File: config.mk
export PLATFORM = sky130hd
export DESIGN_NAME = program_counter_unit
export DESIGN_NICKNAME = d
export VERILOG_FILES = /design/src/rtl/program_counter_unit.sv
export SDC_FILE = /design/constraint.sdc
export NUM_CORES = 1
export LEC_CHECK = 0
export CORE_MARGIN = 4
export CORE_UTILIZATION = 50
export DETAILED_ROUTE_END_ITERATION = 12
export GPL_ROUTABILITY_DRIVEN = 0
export PLACE_DENSITY = 0.74
export SKIP_CTS_REPAIR_TIMING = 1
export SLEW_MARGIN = 20
export SYNTH_ARGS = -nofsm -noshare
export SYNTH_HDL_FRONTEND = slang
export SYNTH_SLANG_ARGS = --single-unit
File: constraint.sdc
create_clock -name clk -period 5.45 [get_ports clk]
set_input_delay 1.635 -clock clk [delete_from_list [all_inputs] [get_ports clk]]
set_output_delay 1.635 -clock clk [all_outputs]
set_load 0.02 [all_outputs]
File: src/rtl/program_counter_unit.sv
// Program counter with a hardware return stack, call/return handling and
// halt-on-FLAGF that only a reset or a pc_reset from the sequencer can release.
module program_counter_unit #(
    parameter int ADDR_WIDTH  = 8,
    parameter int STACK_DEPTH = 4,
    localparam int PTR_W      = $clog2(STACK_DEPTH),
    localparam int LVL_W      = PTR_W + 1
) (
    input  logic                  clk,
    input  logic                  reset,
    input  logic                  pc_reset,
    input  logic                  jmp,
    input  logic                  rtn,
    input  logic                  flag_0,
    input  logic                  flag_f,
    input  logic [ADDR_WIDTH-1:0] jump_target,
    output logic [ADDR_WIDTH-1:0] pc,
    output logic                  halted,
    output logic [LVL_W-1:0]      stack_level,
    output logic                  overflow,
    output logic                  underflow
);

    localparam logic [LVL_W-1:0] FULL_LEVEL = LVL_W'(STACK_DEPTH);

    logic [ADDR_WIDTH-1:0] stack_mem [STACK_DEPTH];

    logic [ADDR_WIDTH-1:0] pc_inc;
    logic [ADDR_WIDTH-1:0] pc_next;
    logic [LVL_W-1:0]      level_dec;
    logic [LVL_W-1:0]      level_next;
    logic                  halted_next;
    logic                  overflow_next;
    logic                  underflow_next;
    logic                  push_en;
    logic                  restart;

    assign restart   = reset | pc_reset;
    assign pc_inc    = pc + ADDR_WIDTH'(1);
    assign level_dec = stack_level - LVL_W'(1);

    // Priority below the resets: halted > flag_f > jmp > rtn > increment.
    always_comb begin
        pc_next        = pc;
        level_next     = stack_level;
        halted_next    = halted;
        overflow_next  = overflow;
        underflow_next = underflow;
        push_en        = 1'b0;
        if (halted) begin
            pc_next = pc;
        end else if (flag_f) begin
            halted_next = 1'b1;
        end else if (jmp) begin
            pc_next = jump_target;
            if (flag_0) begin
                if (stack_level < FULL_LEVEL) begin
                    push_en    = 1'b1;
                    level_next = stack_level + LVL_W'(1);
                end else begin
                    overflow_next = 1'b1;
                end
            end
        end else if (rtn) begin
            if (stack_level != '0) begin
                pc_next    = stack_mem[level_dec[PTR_W-1:0]];
                level_next = level_dec;
            end else begin
                underflow_next = 1'b1;
                pc_next        = pc_inc;
            end
        end else begin
            pc_next = pc_inc;
        end
    end

    always_ff @(posedge clk) begin
        if (restart) begin
            pc          <= '0;
            halted      <= 1'b0;
            stack_level <= '0;
            overflow    <= 1'b0;
            underflow   <= 1'b0;
        end else begin
            pc          <= pc_next;
            halted      <= halted_next;
            stack_level <= level_next;
            overflow    <= overflow_next;
            underflow   <= underflow_next;
        end
    end

    // Stack contents are not reset; the write pointer is the current level.
    always_ff @(posedge clk) begin
        if (push_en && !restart) begin
            stack_mem[stack_level[PTR_W-1:0]] <= pc_inc;
        end
    end

endmodule

==> flow_metrics.tcl, run 1 <==
set metrics [dict create \
    status "finished, final reports clean" \
    grt-ovfl-total 0 \
    crit_arrival_ns 3.71 \
    final-seq-area_sq_mm 0.00124 \
    worst_pin_slew_ns 0.735 \
    wl_mm 4.72 \
    final_nets 218 \
    syn-num-nets 190 \
    whs_path_depth 2 \
    p_total_mw 0.692 \
    syn2layout_area_growth_pct 19.5 \
    synth.distinct_cells 41 \
    syn_area_sq_mm 0.00216 \
    drv_cap 0 \
    hold_class "flop to flop" \
    fp-row-count 23 \
    synth.top_cell.area_share_pct 44.5 \
    drt-vias-per-instance 5.99 \
    synth_area_leaders "edfxtp_1 (45%), dfxtp_1 (13%), mux4_1 (7.3%)" \
    root_buffer "clkbuf_8" \
    dieWidth_um 73.7 \
    ir_drop_uv 185 \
    die_y_um 73.7 \
    setup_viol 0 \
    relSlewSlack_pct 50.9 \
    path_clk_slew_ns 0.09 \
    finalCriticalPeriod_ns 3.75 \
    cts_buffers 5 \
    end_kind "flop" \
    drc 0 \
    start_util_pct 52.8 \
    startpoint_type "input pin" \
    p_per_area_mw_per_mm2 268 \
    path_class "input pin to flop" \
    fin_skew_ns 0.0118 \
    dpl.hpwl_mm 3.51 \
    synth_area_per_cell_sq_um 12.8 \
    synth-seq-cells 46 \
    multiInputGateArea_sq_um 860 \
    ys_async_sr_fraction_pct 0 \
    core_area_sq_mm 0.00409 \
    cts_num_sinks 46 \
    dr.pass1.iters 4 \
    grt_pass1_wl_mm 7.65 \
    dieArea_sq_mm 0.00543 \
    critPathMaxFanout 21 \
    required_ns 5.41 \
    synthCells 169 \
    antenna_cells 0 \
    ios 29 \
    synth_edf_count 32 \
    synth_top_area_cell "edfxtp_1" \
    htreeDepth 2 \
    io_buffers 28 \
    antenna_found_initial 0 \
    final.period_utilization_pct 68.8 \
    dp.cells 240 \
    tritoncts "yes" \
    clk_latency_ns 0.30 \
    synth_warnings 0 \
    synth_flop_cell "edfxtp_1" \
    reg2reg_slack_ns 2.74 \
    fmax_mhz 267 \
    yosysMostFrequentCell "edfxtp_1" \
    ant_nets 0 \
    leakagePower_nw 0.904 \
    clockBufferDepth 2 \
    rr_worst_depth 6 \
    wl_per_cell_um 19.0 \
    dr.first_iter.drc_count 85 \
    drive_above_1_share_pct 7.58 \
    ys_top_cells_by_count "edfxtp_1 (32), nand2_1 (16), dfxtp_1 (14), nor2_1 (10), a21oi_1 (8)" \
    grt_pass1_vias 1522 \
    ys_seq_area_share_pct 57.5 \
    vias 1486 \
    stdcell_count 248 \
    grt_start_max_net_pins 22 \
    hold_violations 0 \
    track_usage_pct 19.1 \
    setup_tns_ns 0 \
    fill_cells 330 \
    rsz0062_at_grt "no" \
    drv_slew 0 \
]
-- through the flow --
step / utilization, % / cell area, sq um / worst slack (ns) / hold slack, ns
after floorplan: - / 2160 / 2.34 / 0.571
after global placement: 60.3 / 2470 / 1.56 / 0.452
after detailed placement: 60.3 / 2470 / 1.46 / 0.463
after CTS: 63.1 / 2580 / 1.76 / 0.486
after global routing: 63.1 / 2580 / 1.50 / 0.506
final: 63.1 / 2580 / 1.70 / 0.478
-- power breakdown --
group          leakage [nW]  switching (mW)  internal [mW]
registers             0.421         0.00575          0.376
clock network        0.0585           0.115          0.137
logic                 0.425          0.0313         0.0270
-- worst max-delay path: stages --
cell,delay [ns]
clkdlybuf4s50_1,0.95
nand2_1,0.23
nor3_1,0.45
and2_1,0.44
-- routing by layer --
layer  vias to the layer above  wire length [um]  GRT usage [%]
met3                         2               412           4.65
met1                       717              2030           26.6
met4                         0                19           5.23
li1                        704                 -              -
met5                         -                 0              0
met2                        63              2250           29.8
-- registers in the layout, summed over array words and instances, names as in the netlist --
signal       flops
stack_mem       32
pc               8
stack_level      3
halted           1
overflow         1
underflow        1
-- area by class of cell --
class                      instances  area share (%)
sequential                        46            48.1
multi-input combinational        110            33.3
timing repair buffer              28            10.9
clock buffer                       5            2.67
tap                               50            2.43
clock inverter                     3            1.70
inverter                           6           0.873
-- kinds of logic after synthesis --
| kind of cell | count (synthesis) | share of synthesized area (%) |
|---|---|---|
| AND/OR/NAND/NOR | 59 | 14.0 |
| flip-flops | 46 | 57.5 |
| AO/OA/AOI/OAI | 29 | 9.40 |
| buffers and inverters | 13 | 2.61 |
| multiplexers | 11 | 10.9 |
| adder cells (fa/ha/maj) | 6 | 3.48 |
| XOR/XNOR | 5 | 2.03 |
-- final timing paths --
check | from | endpoint
hold reg to reg | overflow | overflow
setup reg to reg | stack_level[0] | pc[3]
setup / recovery | jmp | stack_mem[0][6]
hold / removal | overflow | overflow
-- cells in the final DEF (no fill, tap or decap), types with 2 or more instances in the layout --
master,netlist,routed
or2_2,3,3
o211ai_1,3,3
inv_1,6,6
nor2b_1,2,2
ha_1,6,6
nand2_1,16,16
mux4_1,6,6
dfxtp_1,14,14
mux4_2,2,2
xnor2_1,4,4
a31oi_1,4,4
clkbuf_8,0,5
mux2_2,2,2
nand3b_1,5,5
and2_1,4,4
a221o_1,2,2
or4_1,3,3
clkdlybuf4s50_1,0,28
nor2_1,10,10
a21oi_1,8,8
edfxtp_1,32,32
nand3_1,5,5
nor3_1,6,6
o21ai_0,2,2
No activity file was read; power rests on OpenSTA's default activity.
==> run 2: changes to the inputs <==
clock period = 3.6 ns   (was 5.45 ns; I/O delays follow)
==> run 2 against run 1 <==
Compared with the run above: first-iteration DRC count increased by 74%; global-route usage fell by 0.45 points; register-to-register slack got worse by 1.6 ns; non-clock buffer count grew 3; clock power up 24%; core utilization about the same; sequential power rose by 51%; total power grew 42%; critical path depth unchanged; sequential share of layout area hardly changed; hold slack gained 0.0017 ns; clock skew is 0.0070 ns lower; highest routed layer unchanged.
==> flow_metrics.tcl, run 2 (synthesis gave the netlist of run 1 again) <==
set metrics [dict create \
    status "finished, final reports clean" \
    finalWorstSetupSlack_ns 0.564 \
    drv_cap 0 \
    p_per_area_mw_per_mm2 380 \
    dp.cells 243 \
    crit_arrival_ns 3.00 \
    setup_tns_ns 0 \
    clk_latency_ns 0.29 \
    clkPwrFrac_pct 31.9 \
    slowest_delay_ns 0.62 \
    whs_path_depth 2 \
    place_ws_ns 0.264 \
    fill_cells 318 \
    drc 0 \
    htreeDepth 2 \
    drive_above_1_share_pct 8.96 \
    end_kind "flop" \
    postLayoutCoreUtil_pct 63.1 \
    p_sw_mw 0.228 \
    dpl.hpwl_mm 3.56 \
    grt_start_max_net_pins 17 \
    hold_violations 0 \
    grt_pass1_wl_mm 7.49 \
    io_buffers 28 \
    worst_pin_slew_ns 0.722 \
    ios 29 \
    vias 1509 \
    fp-row-count 23 \
    start_util_pct 52.8 \
    root_buffer "clkbuf_8" \
    switching_share_pct 23.3 \
    cts_num_sinks 46 \
    final-seq-area_sq_mm 0.00124 \
    drt-vias-per-instance 6.01 \
    drv_slew 0 \
    dieWidth_um 73.7 \
    p_seq_share_pct 58.8 \
    setup_viol 0 \
    tritoncts "yes" \
    path_class "input pin to flop" \
    reg2reg_slack_ns 1.18 \
    startpoint_type "input pin" \
    grt_pass1_vias 1475 \
    leakagePower_nw 0.910 \
    required_ns 3.56 \
    antenna_found_initial 0 \
    crit_path_cell_trace "clkdlybuf4s50_1, or4_1, nor3_1, and2_1" \
    ant_nets 0 \
    final_nets 221 \
    final.period_utilization_pct 84.3 \
    relSlewSlack_pct 51.7 \
    rsz0062_at_grt "no" \
    wl_per_cell_um 18.8 \
    critical_path.slowest_cell "or4_1" \
    fin_skew_ns 0.00482 \
    critPathMaxFanout 8 \
    antenna_cells 0 \
    track_usage_pct 18.6 \
    clockBufferDepth 2 \
    dieArea_sq_mm 0.00543 \
    dpl_cell_area_sq_mm 0.00249 \
    cell_internal_pwr_mw 0.751 \
    syn2layout_area_growth_pct 19.6 \
    min_to "overflow" \
    stdcell_count 251 \
    crit_family "simple AND/OR/NAND/NOR gates" \
    largest_reg_flops 32 \
    design_area_sq_mm 0.00258 \
    grt-ovfl-total 0 \
    final_cell_mix "edfxtp_1 (32), clkdlybuf4s50_1 (28), nand2_1 (16)" \
    die_y_um 73.7 \
    dr.first_iter.drc_count 148 \
    core_area_sq_mm 0.00409 \
    min-delay-start "overflow" \
    multiInputGateArea_sq_um 860 \
    hold_class "flop to flop" \
    path_clk_slew_ns 0.08 \
    combPwrFrac_pct 9.3 \
    dr.pass1.iters 5 \
    wl_mm 4.71 \
    finalCriticalPeriod_ns 3.04 \
    path_depth 4 \
    timing.rr.start "stack_level[0]" \
    ir_drop_uv 307 \
    crit_buf_inv 1 \
    cts_buffers 5 \
    layout_commonest_cell "edfxtp_1" \
    rr_worst_depth 7 \
    timing.rr.end "pc[6]" \
    fmax_mhz 329 \
]
run 2: layout make-up:
type                    instances  area share, %
clock buffers                   5           2.67
multi-input cells             110           33.3
flip-flops and latches         46           48.1
inverters                       6          0.873
well taps                      50           2.42
clock inverters                 3          0.873
repair buffers                 31           11.7
run 2: per-stage QoR:
stage	power, mW	hold WS, ns
detailed placement	0.679	0.463
CTS	0.985	0.483
floorplan	0.637	0.571
global placement	0.676	0.454
global route	1.02	0.540
finish	0.979	0.480
run 2: routing by layer:
metal | up-vias | wire length [um] | global-route usage (%)
li1 | 711 | - | -
met1 | 749 | 2170 | 26.5
met2 | 43 | 2220 | 28.9
met3 | 6 | 262 | 3.69
met4 | 0 | 49 | 5.43
met5 | - | 0 | 0
run 2: power groups by stage:
| stage | clock network [mW] | logic (mW) | registers [mW] |
|---|---|---|---|
| 2_1_floorplan | 0 | 0.0443 | 0.592 |
| 3_5_place_dp | 0 | 0.0905 | 0.588 |
| 4_1_cts | 0.318 | 0.0912 | 0.576 |
| 5_1_grt | 0.341 | 0.0992 | 0.577 |
| 6_report | 0.312 | 0.0912 | 0.576 |
| 3_3_place_gp | 0 | 0.0878 | 0.588 |
run 2: worst max path at each step:
stage / start / slack, ns / endpoint
after detailed placement: flag_f / 0.26 / stack_mem[3][3]
after floorplan: flag_f / 1.04 / stack_mem[0][0]
after global placement: flag_f / 0.35 / stack_mem[1][5]
after global routing: flag_f / 0.50 / stack_mem[0][0]
after CTS: flag_f / 0.58 / stack_mem[3][6]
final: flag_f / 0.56 / stack_mem[3][0]
run 2: worst reg2reg max path: stages (launching register included):
cell and delay (ns):
dfxtp_1 0.32, buf_4 0.22, inv_1 0.14, ha_1 0.52, mux4_2 0.36, nor4_1 0.29
nor3_1 0.10, a311o_1 0.35
==> run 3: changes to the inputs <==
clock period = 3 ns   (was 3.6 ns; I/O delays follow)
==> run 3 against run 2 <==
Compared with the run above: wire length grew 4.9%; core utilization increased by 1.2 points; global-route usage rose by 0.85 points; hold slack better by 0.024 ns; worst setup slack lost 0.17 ns; cell count rose by 1.2%.
==> flow_metrics.tcl, run 3 (synthesis gave the netlist of run 1 again) <==
set metrics [dict create \
    clk_latency_ns 0.30 \
    largest_reg_flops 32 \
    fill_cells 316 \
    relSlewSlack_pct 64.3 \
    grt_pass1_vias 1544 \
    drc 0 \
    layout_commonest_cell "edfxtp_1" \
    track_usage_pct 19.5 \
    drt-vias-per-instance 6.13 \
    status "finished, final reports clean" \
    setup_viol 0 \
    ios 29 \
    critPathMaxFanout 8 \
    final_cell_mix "edfxtp_1 (32), clkdlybuf4s50_1 (28), nand2_1 (16)" \
    grt_pass1_wl_mm 7.83 \
    root_buffer "clkbuf_8" \
    finalCriticalPeriod_ns 2.60 \
    grt_start_max_net_pins 20 \
    crit_family "simple AND/OR/NAND/NOR gates" \
    p_per_area_mw_per_mm2 488 \
    worst_pin_slew_ns 0.532 \
    critical_path.slowest_cell "or4_1" \
    start_util_pct 52.8 \
    reg2reg_slack_ns 0.77 \
    startpoint_type "input pin" \
    cts_buffers 5 \
    cts_num_sinks 46 \
    wl_mm 4.94 \
    final-seq-area_sq_mm 0.00124 \
    hold_class "flop to flop" \
    dieArea_sq_mm 0.00543 \
    crit_path_cell_trace "clkdlybuf4s50_1, or4_1, nor3_1, buf_4, and2_1" \
    clockBufferDepth 2 \
    antenna_cells 0 \
    tritoncts "yes" \
    setup_tns_ns 0 \
    multiInputGateArea_sq_um 860 \
    fp-row-count 23 \
    io_buffers 28 \
    design_area_sq_mm 0.00263 \
    fin_skew_ns 0.0118 \
    dpl.hpwl_mm 3.63 \
    ant_nets 0 \
    rsz0062_at_grt "no" \
    dpl_cell_area_sq_mm 0.00251 \
    antenna_found_initial 0 \
    syn2layout_area_growth_pct 21.8 \
    grt-ovfl-total 0 \
    leakagePower_nw 0.935 \
    fmax_mhz 384 \
    ir_drop_uv 421 \
    dr.first_iter.drc_count 161 \
    hold-worst-slack_ns 0.504 \
    core_area_sq_mm 0.00409 \
    required_ns 2.97 \
    crit_buf_inv 2 \
    end_kind "flop" \
    final.period_utilization_pct 86.7 \
    dr.pass1.iters 4 \
    die_y_um 73.7 \
    htreeDepth 2 \
    drv_slew 0 \
    drive_above_1_share_pct 10.3 \
    hold_violations 0 \
    crit_arrival_ns 2.57 \
    dieWidth_um 73.7 \
    path_class "input pin to flop" \
    vias 1557 \
    drv_cap 0 \
    final_nets 224 \
    path_clk_slew_ns 0.10 \
    wl_per_cell_um 19.4 \
    slowest_delay_ns 0.54 \
]
[run 3: changes by cell type in the layout (fill, tap and decap cells not counted), sizes merged]
cell | before | now
bufinv | 0 | 1
clkinv | 1 | 0
buf | 3 | 6
[run 3: worst reg2reg max path, cell delays in order, from the launching register on]
cell	delay, ns
dfxtp_1	0.43
inv_1	0.11
ha_1	0.51
mux4_2	0.37
or4_1	0.43
a32oi_1	0.20
o21ai_1	0.08
[run 3: area by class of cell]
class / count / share of cell area (%)
clock buffers: 5 / 2.62
clock inverters: 3 / 1.81
inverters: 6 / 0.857
repair buffers: 34 / 12.4
well taps: 50 / 2.38
multi-input cells: 110 / 32.7
flip-flops and latches: 46 / 47.2
[run 3: report_power, final]
part | internal, mW | switching (mW)
logic | 0.0526 | 0.0603
clock network | 0.254 | 0.224
registers | 0.683 | 0.00929
[run 3: stage by stage]
step	instances	setup slack [ns]	utilization (%)	power, mW
floorplan	169	0.571	-	0.764
global placement	246	0.121	61.5	0.813
detailed placement	246	0.0877	61.5	0.817
CTS	254	0.379	64.3	1.28
global route	254	0.305	64.3	1.33
finish	254	0.399	64.3	1.28
[run 3: routing by layer]
| layer | vias up | routed length [um] | track usage, % |
|---|---|---|---|
| met1 | 755 | 2230 | 27.6 |
| met5 | - | 0 | 0 |
| met2 | 72 | 2260 | 29.7 |
| met3 | 9 | 375 | 4.65 |
| met4 | 0 | 72 | 5.84 |
| li1 | 721 | - | - |
[run 3: path summary, 6_finish.rpt]
kind                                     start               to  cells after the start
worst max-delay path                    flag_f  stack_mem[0][1]                      5
worst min register to register        overflow         overflow                      2
worst max register to register  stack_level[1]            pc[5]                      6
worst min-delay path                  overflow         overflow                      2
